--- config.mk ---
export PLATFORM = sky130hd
export DESIGN_NAME = cred_scroll_ctrl
export DESIGN_NICKNAME = d
export VERILOG_FILES = /design/src/rtl/cred_pkg.sv /design/src/rtl/frame_tick.sv /design/src/rtl/cred_scroll_ctrl.sv
export SDC_FILE = /design/constraint.sdc
export NUM_CORES = 1
export LEC_CHECK = 0
export CAP_MARGIN = 20
export CORE_MARGIN = 3
export CORE_UTILIZATION = 50
export DETAILED_ROUTE_END_ITERATION = 6
export PLACE_DENSITY = 0.88
export REMOVE_ABC_BUFFERS = 1
export SYNTH_ARGS = -nofsm -noshare
export SYNTH_HDL_FRONTEND = slang
export SYNTH_SLANG_ARGS = --single-unit
--- constraint.sdc ---
create_clock -name pclk -period 6.7 [get_ports pclk]
set_input_delay 1.005 -clock pclk [delete_from_list [all_inputs] [get_ports pclk]]
set_output_delay 1.005 -clock pclk [all_outputs]
set_load 0.01 [all_outputs]
--- src/rtl/cred_pkg.sv ---
// Shared credits-layer types and colours, used by the scroll controller and the draw stage.
// 12-bit colours are 4:4:4 RGB.
package cred_pkg;

    typedef enum logic [1:0] {
        IDLE   = 2'd0,
        SCROLL = 2'd1,
        HOLD   = 2'd2,
        DONE   = 2'd3
    } cred_state_t;

    localparam logic [11:0] BG_COLOR    = 12'h000;
    localparam logic [11:0] TEXT_COLOR  = 12'hFFF;
    localparam logic [11:0] BLINK_COLOR = 12'hF80;

    // Alternate the glyph colour between the normal and the blink value.
    function automatic logic [11:0] blink_swap(input logic [11:0] c);
        return (c == BLINK_COLOR) ? TEXT_COLOR : BLINK_COLOR;
    endfunction

endpackage

--- src/rtl/frame_tick.sv ---
// Frame tick generator: one-cycle pulse on the rising edge of vertical blank.
// Combinational from vblnk_in against its registered copy; no backpressure.
module frame_tick (
    input  logic pclk,
    input  logic rst,
    input  logic vblnk_in,
    output logic tick
);

    logic vblnk_d;

    always_ff @(posedge pclk) begin
        if (rst) begin
            vblnk_d <= 1'b0;
        end else begin
            vblnk_d <= vblnk_in;
        end
    end

    assign tick = vblnk_in & ~vblnk_d;

endmodule

--- src/rtl/cred_scroll_ctrl.sv ---
// Credits animation: scroll the text box up to its rest row, blink the glyphs, then report done.
// Frame-tick driven updates land one cycle after the tick, i.e. inside vertical blank.
module cred_scroll_ctrl
    import cred_pkg::*;
#(
    parameter int XPOS         = 448,
    parameter int START_Y      = 768,
    parameter int STOP_Y       = 336,
    parameter int STEP         = 2,
    parameter int HOLD_FRAMES  = 180,
    parameter int BLINK_FRAMES = 15
) (
    input  logic        pclk,
    input  logic        rst,
    input  logic        vblnk_in,
    input  logic        start,
    input  logic        skip,
    output logic [11:0] xpos,
    output logic [11:0] ypos,
    output logic [11:0] color1,
    output logic [11:0] color2,
    output logic        active,
    output logic        done
);

    localparam int HW = (HOLD_FRAMES  > 1) ? $clog2(HOLD_FRAMES)  : 1;
    localparam int BW = (BLINK_FRAMES > 1) ? $clog2(BLINK_FRAMES) : 1;

    localparam logic [11:0]   START_YPOS = 12'(START_Y);
    localparam logic [11:0]   STOP_YPOS  = 12'(STOP_Y);
    localparam logic [11:0]   STEP_Y     = 12'(STEP);
    // One bit wider than ypos so the threshold cannot wrap.
    localparam logic [12:0]   SCROLL_MIN = 13'(STOP_Y + STEP);
    localparam logic [HW-1:0] HOLD_LAST  = HW'(HOLD_FRAMES - 1);
    localparam logic [BW-1:0] BLINK_LAST = BW'(BLINK_FRAMES - 1);

    cred_state_t   state, state_nxt;
    logic [11:0]   ypos_nxt, color2_nxt;
    logic [HW-1:0] hold_cnt, hold_nxt;
    logic [BW-1:0] blink_cnt, blink_nxt;
    logic          tick;

    frame_tick u_frame_tick (
        .pclk     (pclk),
        .rst      (rst),
        .vblnk_in (vblnk_in),
        .tick     (tick)
    );

    assign xpos   = 12'(XPOS);
    assign color1 = BG_COLOR;

    always_ff @(posedge pclk) begin
        if (rst) begin
            state     <= IDLE;
            ypos      <= START_YPOS;
            color2    <= TEXT_COLOR;
            hold_cnt  <= '0;
            blink_cnt <= '0;
            active    <= 1'b0;
            done      <= 1'b0;
        end else begin
            state     <= state_nxt;
            ypos      <= ypos_nxt;
            color2    <= color2_nxt;
            hold_cnt  <= hold_nxt;
            blink_cnt <= blink_nxt;
            active    <= (state_nxt == SCROLL) || (state_nxt == HOLD);
            done      <= (state_nxt == DONE);
        end
    end

    always_comb begin
        state_nxt  = state;
        ypos_nxt   = ypos;
        color2_nxt = color2;
        hold_nxt   = hold_cnt;
        blink_nxt  = blink_cnt;

        unique case (state)
            IDLE: begin
                ypos_nxt   = START_YPOS;
                color2_nxt = TEXT_COLOR;
                if (start) begin
                    state_nxt = SCROLL;
                end
            end

            SCROLL: begin
                color2_nxt = TEXT_COLOR;
                // skip outranks a coincident tick: land at rest with fresh counters.
                if (skip) begin
                    state_nxt = HOLD;
                    ypos_nxt  = STOP_YPOS;
                    hold_nxt  = '0;
                    blink_nxt = '0;
                end else if (tick) begin
                    if ({1'b0, ypos} >= SCROLL_MIN) begin
                        ypos_nxt = ypos - STEP_Y;
                    end else begin
                        state_nxt = HOLD;
                        ypos_nxt  = STOP_YPOS;
                        hold_nxt  = '0;
                        blink_nxt = '0;
                    end
                end
            end

            HOLD: begin
                if (skip || (tick && (hold_cnt == HOLD_LAST))) begin
                    state_nxt  = DONE;
                    ypos_nxt   = START_YPOS;
                    color2_nxt = TEXT_COLOR;
                end else if (tick) begin
                    hold_nxt = hold_cnt + 1'b1;
                    if (blink_cnt == BLINK_LAST) begin
                        blink_nxt  = '0;
                        color2_nxt = blink_swap(color2);
                    end else begin
                        blink_nxt = blink_cnt + 1'b1;
                    end
                end
            end

            DONE: begin
                ypos_nxt   = START_YPOS;
                color2_nxt = TEXT_COLOR;
                if (start) begin
                    state_nxt = SCROLL;
                end
            end

            default: begin
                state_nxt = IDLE;
            end
        endcase
    end

endmodule
* Word-level counts from Yosys, hierarchy flattened
Cells that the tools add are included.
W data, S select, Z words.
** Operators by class
- $add $sub $neg :: 3
- $lt $le $gt $ge :: 1
- Eq/ne operators :: 16
- Multiplexer cells :: 29
- Bitwise operators :: 2
- Reductions and logical operators :: 10
** Operators by type and width (count)
- $mux W12 :: 7
- $mux W8 :: 5
- $pmux W12 S3 :: 1
- $mux W4 :: 6
- $pmux W12 S2 :: 1
- $pmux W8 S2 :: 1
- $eq A12 B12 Y1 const B :: 1
- $ge A12 B9 Y1 const B :: 1
- $ne A3 B3 Y1 const B :: 4
- $sub A12 B2 Y12 const B :: 1
- $mux W2 :: 5
- $add A8 B1 Y8 const B :: 1
- $eq A2 B2 Y1 const B :: 4
- $eq A8 B8 Y1 const B :: 1
- $pmux W4 S2 :: 1
- $mux W7 :: 1
- $ne A2 B2 Y1 const B :: 3
- $pmux W2 S3 :: 1
- $reduce_and A5 Y1 :: 1
- $add A4 B1 Y4 const B :: 1
- $eq A2 B1 Y1 const B :: 2
- $eq A4 B4 Y1 const B :: 1
- $reduce_and A2 Y1 :: 2
- $reduce_or A3 Y1 :: 1
- 7 further kinds :: 8
** Word-level totals
- Bits in registers :: 41
- Output and inout port bits :: 50
- Word-level logic and storage cells :: 69

* Logic depth before layout (Yosys ltp)
Gate-level depths: netlist of the first run.
- Word-level depth :: 8
- Gate-level depth with buffers :: 9
- Mapped depth without buffers :: 8

* Cells and area by module
From an unflattened synthesis of the first run, not the netlist that was laid out.
** Second synthesis, totals
- Cell total of the unflattened synthesis :: 234
- Area total of the unflattened synthesis :: 2019.4 um^2
** Modules (own cells, without submodules)
- cred_scroll_ctrl :: instances 1, cells each 231, area an instance 1971.9 um^2, sequential area each 560.5 um^2
- frame_tick :: instances 1, cells each 3, area an instance 47.5 um^2, sequential area each 20.0 um^2

* Worst setup path after synthesis of the first run
OpenSTA, ideal clock, no wires.
- Path type :: input to register
- Start :: in vblnk_in
- End :: reg active
- Setup time :: 128 ps
- Data arrival time :: 2350 ps
- Slack :: 4222 ps
- Stages on the path :: 7
- Buffers on the path :: 0
- Path through :: nand2b_1 nor3_1 o22a_1 a221oi_1 a21oi_1 ha_1 nor2b_1
** Between the ends
- Longest elaborated chain between the ends :: 7
- Elaborated cells between the ends (all ways) :: 10
- Those cells by class :: eq/ne: 2; mux: 4; bitwise: 1; reduce/logical: 3
** Ends and longest elaborated chain
- start, declared :: RTL line cred_scroll_ctrl.sv:15 : input logic vblnk_in,
- $and A1 B1 Y1 * :: RTL line frame_tick.sv:20 : assign tick = vblnk_in & ~vblnk_d;
- $logic_and A1 B1 Y1 :: RTL line cred_scroll_ctrl.sv:110 : if (skip || (tick && (hold_cnt == HOLD_LAST))) begin
- $logic_or A1 B1 Y1 :: RTL line cred_scroll_ctrl.sv:110
- $mux W2 :: RTL line cred_scroll_ctrl.sv:110
- $pmux W2 S3 * :: RTL line cred_scroll_ctrl.sv:80 : unique case (state)
- $eq A2 B1 Y1 or $eq A2 B2 Y1 (tied branches) :: RTL line cred_scroll_ctrl.sv:68 : active <= (state_nxt == SCROLL) || (state_nxt == HOLD);
- $logic_or A1 B1 Y1 * :: RTL line cred_scroll_ctrl.sv:68
- end signal, assigned :: RTL line cred_scroll_ctrl.sv:68
- end, declared :: RTL line cred_scroll_ctrl.sv:22 : output logic active,
Mark *: on every way between the ends. The rest lies on a longest branch, timed or not.
A chain may end at the register's enable or synchronous reset.

* Worst setup path in the final report of the first run
- Start :: in vblnk_in
- End :: reg ypos[11]
** Between the ends
- Longest elaborated chain between the ends :: 5
- Elaborated cells between the ends (all ways) :: 6
- Those cells by class :: eq/ne: 2; bitwise: 1; reduce/logical: 3
** Ends and longest elaborated chain
- $and A1 B1 Y1 * :: RTL line frame_tick.sv:20
- $logic_and A1 B1 Y1 :: RTL line cred_scroll_ctrl.sv:110
- $logic_or A1 B1 Y1 :: RTL line cred_scroll_ctrl.sv:110
- $ne A2 B2 Y1 (no line)
- $reduce_and A2 Y1 (no line) *
- end signal, assigned :: RTL line cred_scroll_ctrl.sv:64 : ypos <= ypos_nxt;
- end, declared :: RTL line cred_scroll_ctrl.sv:19 : output logic [11:0] ypos,
Marked as above.

==> qor.txt, run 1 <==
status: finished, final reports clean
Netlist cell types: 50
Hold Path Class: flip-flop to flip-flop
crit path max fanout: 11
Port Buffer Count: 24
VDD IR max: 0.000155 V
Final Critical Period: 3160 ps
number of global-route vias before repair: 1539
remaining global-route overflow: 0
via count: 1719
worst setup path startpoint: vblnk_in
hold buffer count at CTS: 0
RePlAce Congestion: 0.826
Final Core Density: 58.0%
Worst path slowest cell: nor3_1
CTS Buf Count: 5
Crit Reg-Reg Startpoint: hold_cnt[0]$_SDFFE_PP0P_
highest clock rate: 316 MHz
initial antenna violation count: 0
Required @ worst endpoint: 6920 ps
Starting DRT DRC Count: 168
Mapped Cells: 241
total negative slack: 0 ps
CP bufs+invs: 2
GRT Resource Usage Total: 19.4%
TritonCTS clock tree: built
CTS root buf: clkbuf_8
#FFs+latches synth: 29
Max Slew Vio Count: 0
register area share after synthesis: 29.7%
reg2reg end: ypos[11]$_SDFFE_PP0P_
share of layout cells above drive strength 1: 6.18%
# rows: 22
Setup-failing EPs final: 0
wire length on met1: 1780 um
yosys warns: 0
Worst R2R Path Depth: 7
kind of cell adding the most delay to the critical path: simple AND/OR/NAND/NOR gates
Skew-Pair Late Insertion Delay: 290 ps
clock transition at the registers of the reported paths: 60 ps
ys async rst share: 0%
hpwl dp: 3020 um
Critical Path Stages: 7
leakage: 0.840 nW
Initial Util: 52.5%
1st-pass router iterations: 4
top_reg_cell synth: dfxtp_1
Die Span Y: 68.5 um
RSZ-0062 raised after global routing: no
wire length on met3: 299 um
crit path launch type: input pin
PwrDens: 302 nW/um^2
critical path's largest stage delay: 710 ps
Post-Synthesis Cell Area: 1950 um^2
Area Overhead vs Synth: 10.4%
element type at the critical path end: flip-flop
Fin. Hold Viols: 0
Die Width: 68.5 um
# resized after CTS: 0
WS Path Type: input pin to flip-flop
Hold Slack: 487 ps
Final Cycle Share: 47.2%
H-tree levels: 2
Post-CTS Setup Bufs: 0
clk buf depth: 2
EDFF count, synth: 0
syn_area_per_cell: 8.10 um^2
largest net degree at the start of global routing: 16
Fin Clk Skew: 4.60 ps
CORE AREA: 3720 um^2
NumNets Final: 271
Slew headroom: 44.8%
fill cell count: 354
wire per inst: 13.5 um
via/cell ratio: 5.60
max cap viols: 0
cell mode on critical path: nor3_1
full die area: 4690 um^2
clock tree sinks: 29
first-pass GRT wire length: 6860 um
n_diodes: 0
# IOs: 55
DR top layer: met4
DRC violations left: 0
Worst Path Arrival: 3390 ps
crit-path cells: clkdlybuf4s50_1 > nand2b_1 > nor3_1 > nor3_1 > buf_4 > or4_1 > a21oi_1
Routed Wire Length: 4140 um
R2R Setup Slk: 4200 ps
Final ANT Viol Nets: 0
met2 wire length: 1990 um
Worst Max-Slew Pin Slew: 821 ps
Setup crit end: ypos[11]$_SDFFE_PP0P_
-- metal layers --
metal / track usage (%) / vias up
met2: 32.1 / 69
li1: - / 842
met1: 23.0 / 801
met3: 6.24 / 7
met4: 8.19 / 0
met5: 0 / -
-- cells by family (layout without fill, tap and decap cells) --
logic type / count (synthesis) / in the layout / synth area share [%]
AOI/OAI and AO/OA: 67 / 67 / 24.2
xor gates and xnor gates: 4 / 4 / 1.80
adders and majority gates: 8 / 8 / 5.13
buffers and inverters: 58 / 48 / 18.1
DFF: 29 / 29 / 29.7
other: 2 / 30 / 0.385
and+or+nand+nor: 73 / 73 / 20.6
-- worst reg2reg max path, delay by kind of cell (launching register included) --
| family | cells | cell delay, ps |
|---|---|---|
| AND/OR/NAND/NOR | 4 | 1450 |
| flip-flops | 1 | 390 |
| adder cells (fa/ha/maj) | 1 | 240 |
| buffers and inverters | 1 | 210 |
| AO/OA/AOI/OAI | 1 | 140 |
-- stage by stage --
stage	cell area (um^2)	worst slack (ps)	cells	total power [W]
2_1_floorplan	1750	3960	224	0.000414
4_1_cts	2150	3560	307	0.000651
5_1_grt	2150	3340	307	0.000702
6_report	2150	3540	307	0.000651
3_5_place_dp	2070	3260	299	0.000512
3_3_place_gp	2070	3230	298	0.000498
-- cells in the final DEF, fill, tap and decap left out, types with 3 or more instances in the layout --
master and count:
clkbuf_8 5, nor3_1 7, inv_1 13, conb_1 30, a21oi_1 15, clkdlybuf4s50_1 24
o311ai_0 6, nor2_1 14, o21ai_0 14, nand3_1 6, clkbuf_1 3, buf_4 3
nand2_1 13, o31ai_1 8, nor2b_1 4, or3_1 5, ha_1 8, xor2_1 3
dfxtp_1 29, or4_1 5, a211oi_1 4
-- registers in the layout, indices dropped and copies added (netlist names) --
register,count
u_frame_tick.vblnk_d,1
hold_cnt,8
blink_cnt,4
ypos,11
color2,1
done,1
state,2
active,1
-- report_power, final --
group / leakage [nW] / internal, W / switching, W / total, W
clock network: 0.0395 / 0.0000735 / 0.0000634 / 0.000137
registers: 0.236 / 0.000195 / 0.0000290 / 0.000224
logic: 0.565 / 0.000128 / 0.000162 / 0.000290
-- how the worst min path moves through the flow --
stage                                   from                        to  slack [ps]  cells past startpoint
floorplan           hold_cnt[7]$_SDFFE_PP0P_  hold_cnt[7]$_SDFFE_PP0P_         440                      1
global route        hold_cnt[7]$_SDFFE_PP0P_  hold_cnt[7]$_SDFFE_PP0P_         520                      1
detailed placement  hold_cnt[7]$_SDFFE_PP0P_  hold_cnt[7]$_SDFFE_PP0P_         460                      1
global placement    hold_cnt[7]$_SDFFE_PP0P_  hold_cnt[7]$_SDFFE_PP0P_         470                      1
CTS                 hold_cnt[7]$_SDFFE_PP0P_  hold_cnt[7]$_SDFFE_PP0P_         480                      1
finish                 ypos[11]$_SDFFE_PP0P_     ypos[11]$_SDFFE_PP0P_         490                      2
-- synth_stat cells, types with 3 or more instances --
cell type	instances	share of area [%]
o311ai_0	6	2.7
nor2_1	14	2.7
xor2_1	3	1.3
or4_1	5	1.9
o31ai_1	8	3.1
or3_1	5	1.6
nand2_1	13	2.5
nor2b_1	4	1.3
buf_4	36	14
a21oi_1	15	3.8
nor3_1	7	1.8
o21ai_0	14	3.6
nand3_1	6	1.5
a211oi_1	4	1.5
clkbuf_1	8	1.5
ha_1	8	5.1
dfxtp_1	29	30
inv_1	13	2.5
-- final cells by class --
type | instances | area [um^2] | area share, %
clock buffer | 8 | 80.1 | 3.72
inverter | 13 | 48.8 | 2.26
multi-input combinational | 182 | 1120 | 52.1
sequential | 29 | 581 | 26.9
tap | 48 | 60.1 | 2.79
timing repair buffer | 27 | 263 | 12.2
Note: power is estimated with default switching activity, not from simulation.
==> run 2: changes to the inputs <==
Settings changed: CORE_UTILIZATION 50 to 48, PLACE_DENSITY 0.88 to 0.85.
Clock period 6.7 ns to 3 ns, I/O delays scaled along.
==> qor.txt, run 2 (synthesized netlist as in run 1, its figures left out) <==
status: finished, final reports clean
Worst Path Arrival: 2610 ps
kind of cell adding the most delay to the critical path: compound AO/OA/AOI/OAI gates
CTS Buf Count: 5
VDD IR max: 0.000456 V
Final WS setup: 575 ps
largest registers: ypos: 11 flops, hold_cnt: 8 flops, blink_cnt: 4 flops
clock tree sinks: 29
Int Pwr: 0.000883 W
Die Span Y: 69.8 um
initial antenna violation count: 0
Final Critical Period: 2430 ps
via count: 1714
max reg flops: 11
Area Overhead vs Synth: 11.4%
crit-path cells: nor3b_1 > nand4_1 > a211oi_1 > o21ai_0 > ha_1 > nor2b_1
leakage: 0.855 nW
Port Buffer Count: 24
# IOs: 55
# resized after CTS: 0
1st-pass router iterations: 4
Hold Path Class: flip-flop to flip-flop
Initial Util: 51.4%
Worst Max-Slew Pin Slew: 679 ps
# rows: 22
remaining global-route overflow: 0
Worst path slowest cell: a211oi_1
CP bufs+invs: 0
n_diodes: 0
RSZ-0062 raised after global routing: no
Final Cycle Share: 80.8%
Starting DRT DRC Count: 132
RePlAce Congestion: 0.812
Die Width: 69.8 um
share of layout cells above drive strength 1: 7.25%
GRT Resource Usage Total: 17.9%
Max Slew Vio Count: 0
number of global-route vias before repair: 1520
Required @ worst endpoint: 3180 ps
Sw Ratio: 38.8%
PwrDens: 664 nW/um^2
TritonCTS clock tree: built
hold buffer count at CTS: 0
crit path max fanout: 9
via/cell ratio: 5.53
Final ANT Viol Nets: 0
Net Sw Power: 0.000561 W
Clock power frac: 21.1%
H-tree levels: 2
pre-CTS setup slack: 280 ps
Logic pwr share: 44.4%
element type at the critical path end: flip-flop
Fin Clk Skew: 7.02 ps
commonest non-fill, non-tap cells in the layout: 30 x conb_1, 29 x dfxtp_1, 24 x clkdlybuf4s50_1
highest clock rate: 412 MHz
first-pass GRT wire length: 7120 um
Setup-failing EPs final: 0
wire per inst: 13.2 um
Worst R2R Path Depth: 6
crit path launch type: flip-flop
most common cell after layout, fill and taps aside: conb_1
Critical Path Stages: 6
full die area: 4870 um^2
total negative slack: 0 ps
Fin. Hold Viols: 0
clock transition at the registers of the reported paths: 60 ps
Post-Place Cells: 301
Slew headroom: 54.5%
Crit Reg-Reg Startpoint: ypos[6]$_SDFFE_PP0P_
Setup crit end: active$_SDFF_PP0_
CORE AREA: 3800 um^2
DRC violations left: 0
Flop pwr share: 34.5%
hpwl dp: 3040 um
largest net degree at the start of global routing: 15
NumNets Final: 274
R2R Setup Slk: 570 ps
max cap viols: 0
Skew-Pair Late Insertion Delay: 290 ps
Reg with most FFs: ypos
WS Path Type: flip-flop to flip-flop
Finished Layout Cells: 310
critical path's largest stage delay: 640 ps
Post-CTS Setup Bufs: 0
CTS root buf: clkbuf_8
worst setup path startpoint: ypos[6]$_SDFFE_PP0P_
clk buf depth: 2
reg2reg end: active$_SDFF_PP0_
Routed Wire Length: 4080 um
run 2: cell count changes in the layout (fill, tap and decap cells not counted):
cell,before,now
clkbuf_2,0,1
buf_4,3,5
run 2: layout make-up:
| class | instances | area, um^2 |
|---|---|---|
| Clock buffer | 8 | 80.1 |
| Tap cell | 48 | 60.1 |
| Fill cell | 351 | 1620 |
| Sequential cell | 29 | 581 |
| Timing Repair Buffer | 30 | 283 |
| Multi-Input combinational cell | 182 | 1120 |
| Inverter | 13 | 48.8 |
run 2: worst reg2reg max path, delay by kind of cell, from the launching register on:
family | cells | cell delay (ps)
DFF | 1 | 470
AOI/OAI and AO/OA | 2 | 890
adders and majority gates | 1 | 330
and+or+nand+nor | 3 | 630
run 2: worst min-delay path by stage:
stage | start | endpoint | cells after the start
after floorplan | hold_cnt[7]$_SDFFE_PP0P_ | hold_cnt[7]$_SDFFE_PP0P_ | 1
after global placement | hold_cnt[7]$_SDFFE_PP0P_ | hold_cnt[7]$_SDFFE_PP0P_ | 1
after detailed placement | hold_cnt[7]$_SDFFE_PP0P_ | hold_cnt[7]$_SDFFE_PP0P_ | 1
after CTS | hold_cnt[7]$_SDFFE_PP0P_ | hold_cnt[7]$_SDFFE_PP0P_ | 1
after global routing | hold_cnt[7]$_SDFFE_PP0P_ | hold_cnt[7]$_SDFFE_PP0P_ | 1
final | hold_cnt[7]$_SDFFE_PP0P_ | hold_cnt[7]$_SDFFE_PP0P_ | 1
run 2: per-stage QoR:
stage	utilization (%)	total power [W]	instance area (um^2)	hold WS (ps)
floorplan	-	0.000926	1750	437
global placement	55.0	0.00112	2090	470
detailed placement	55.0	0.00113	2090	469
CTS	57.1	0.00144	2170	481
global route	57.2	0.00157	2170	518
finish	57.2	0.00144	2170	476
run 2: metal layers:
metal	vias up	track usage (%)	share of wire, %
met2	70	25.5	45
met5	-	0	0
li1	849	-	-
met3	8	5.36	7.0
met4	0	8.72	1.9
met1	787	24.2	46
run 2: power by group through the flow:
stage | registers (W) | logic (W) | clock network [W]
floorplan | 0.000515 | 0.000411 | 0
global route | 0.000509 | 0.000723 | 0.000334
CTS | 0.000497 | 0.000631 | 0.000312
detailed placement | 0.000506 | 0.000629 | 0
finish | 0.000498 | 0.000641 | 0.000304
global placement | 0.000504 | 0.000612 | 0
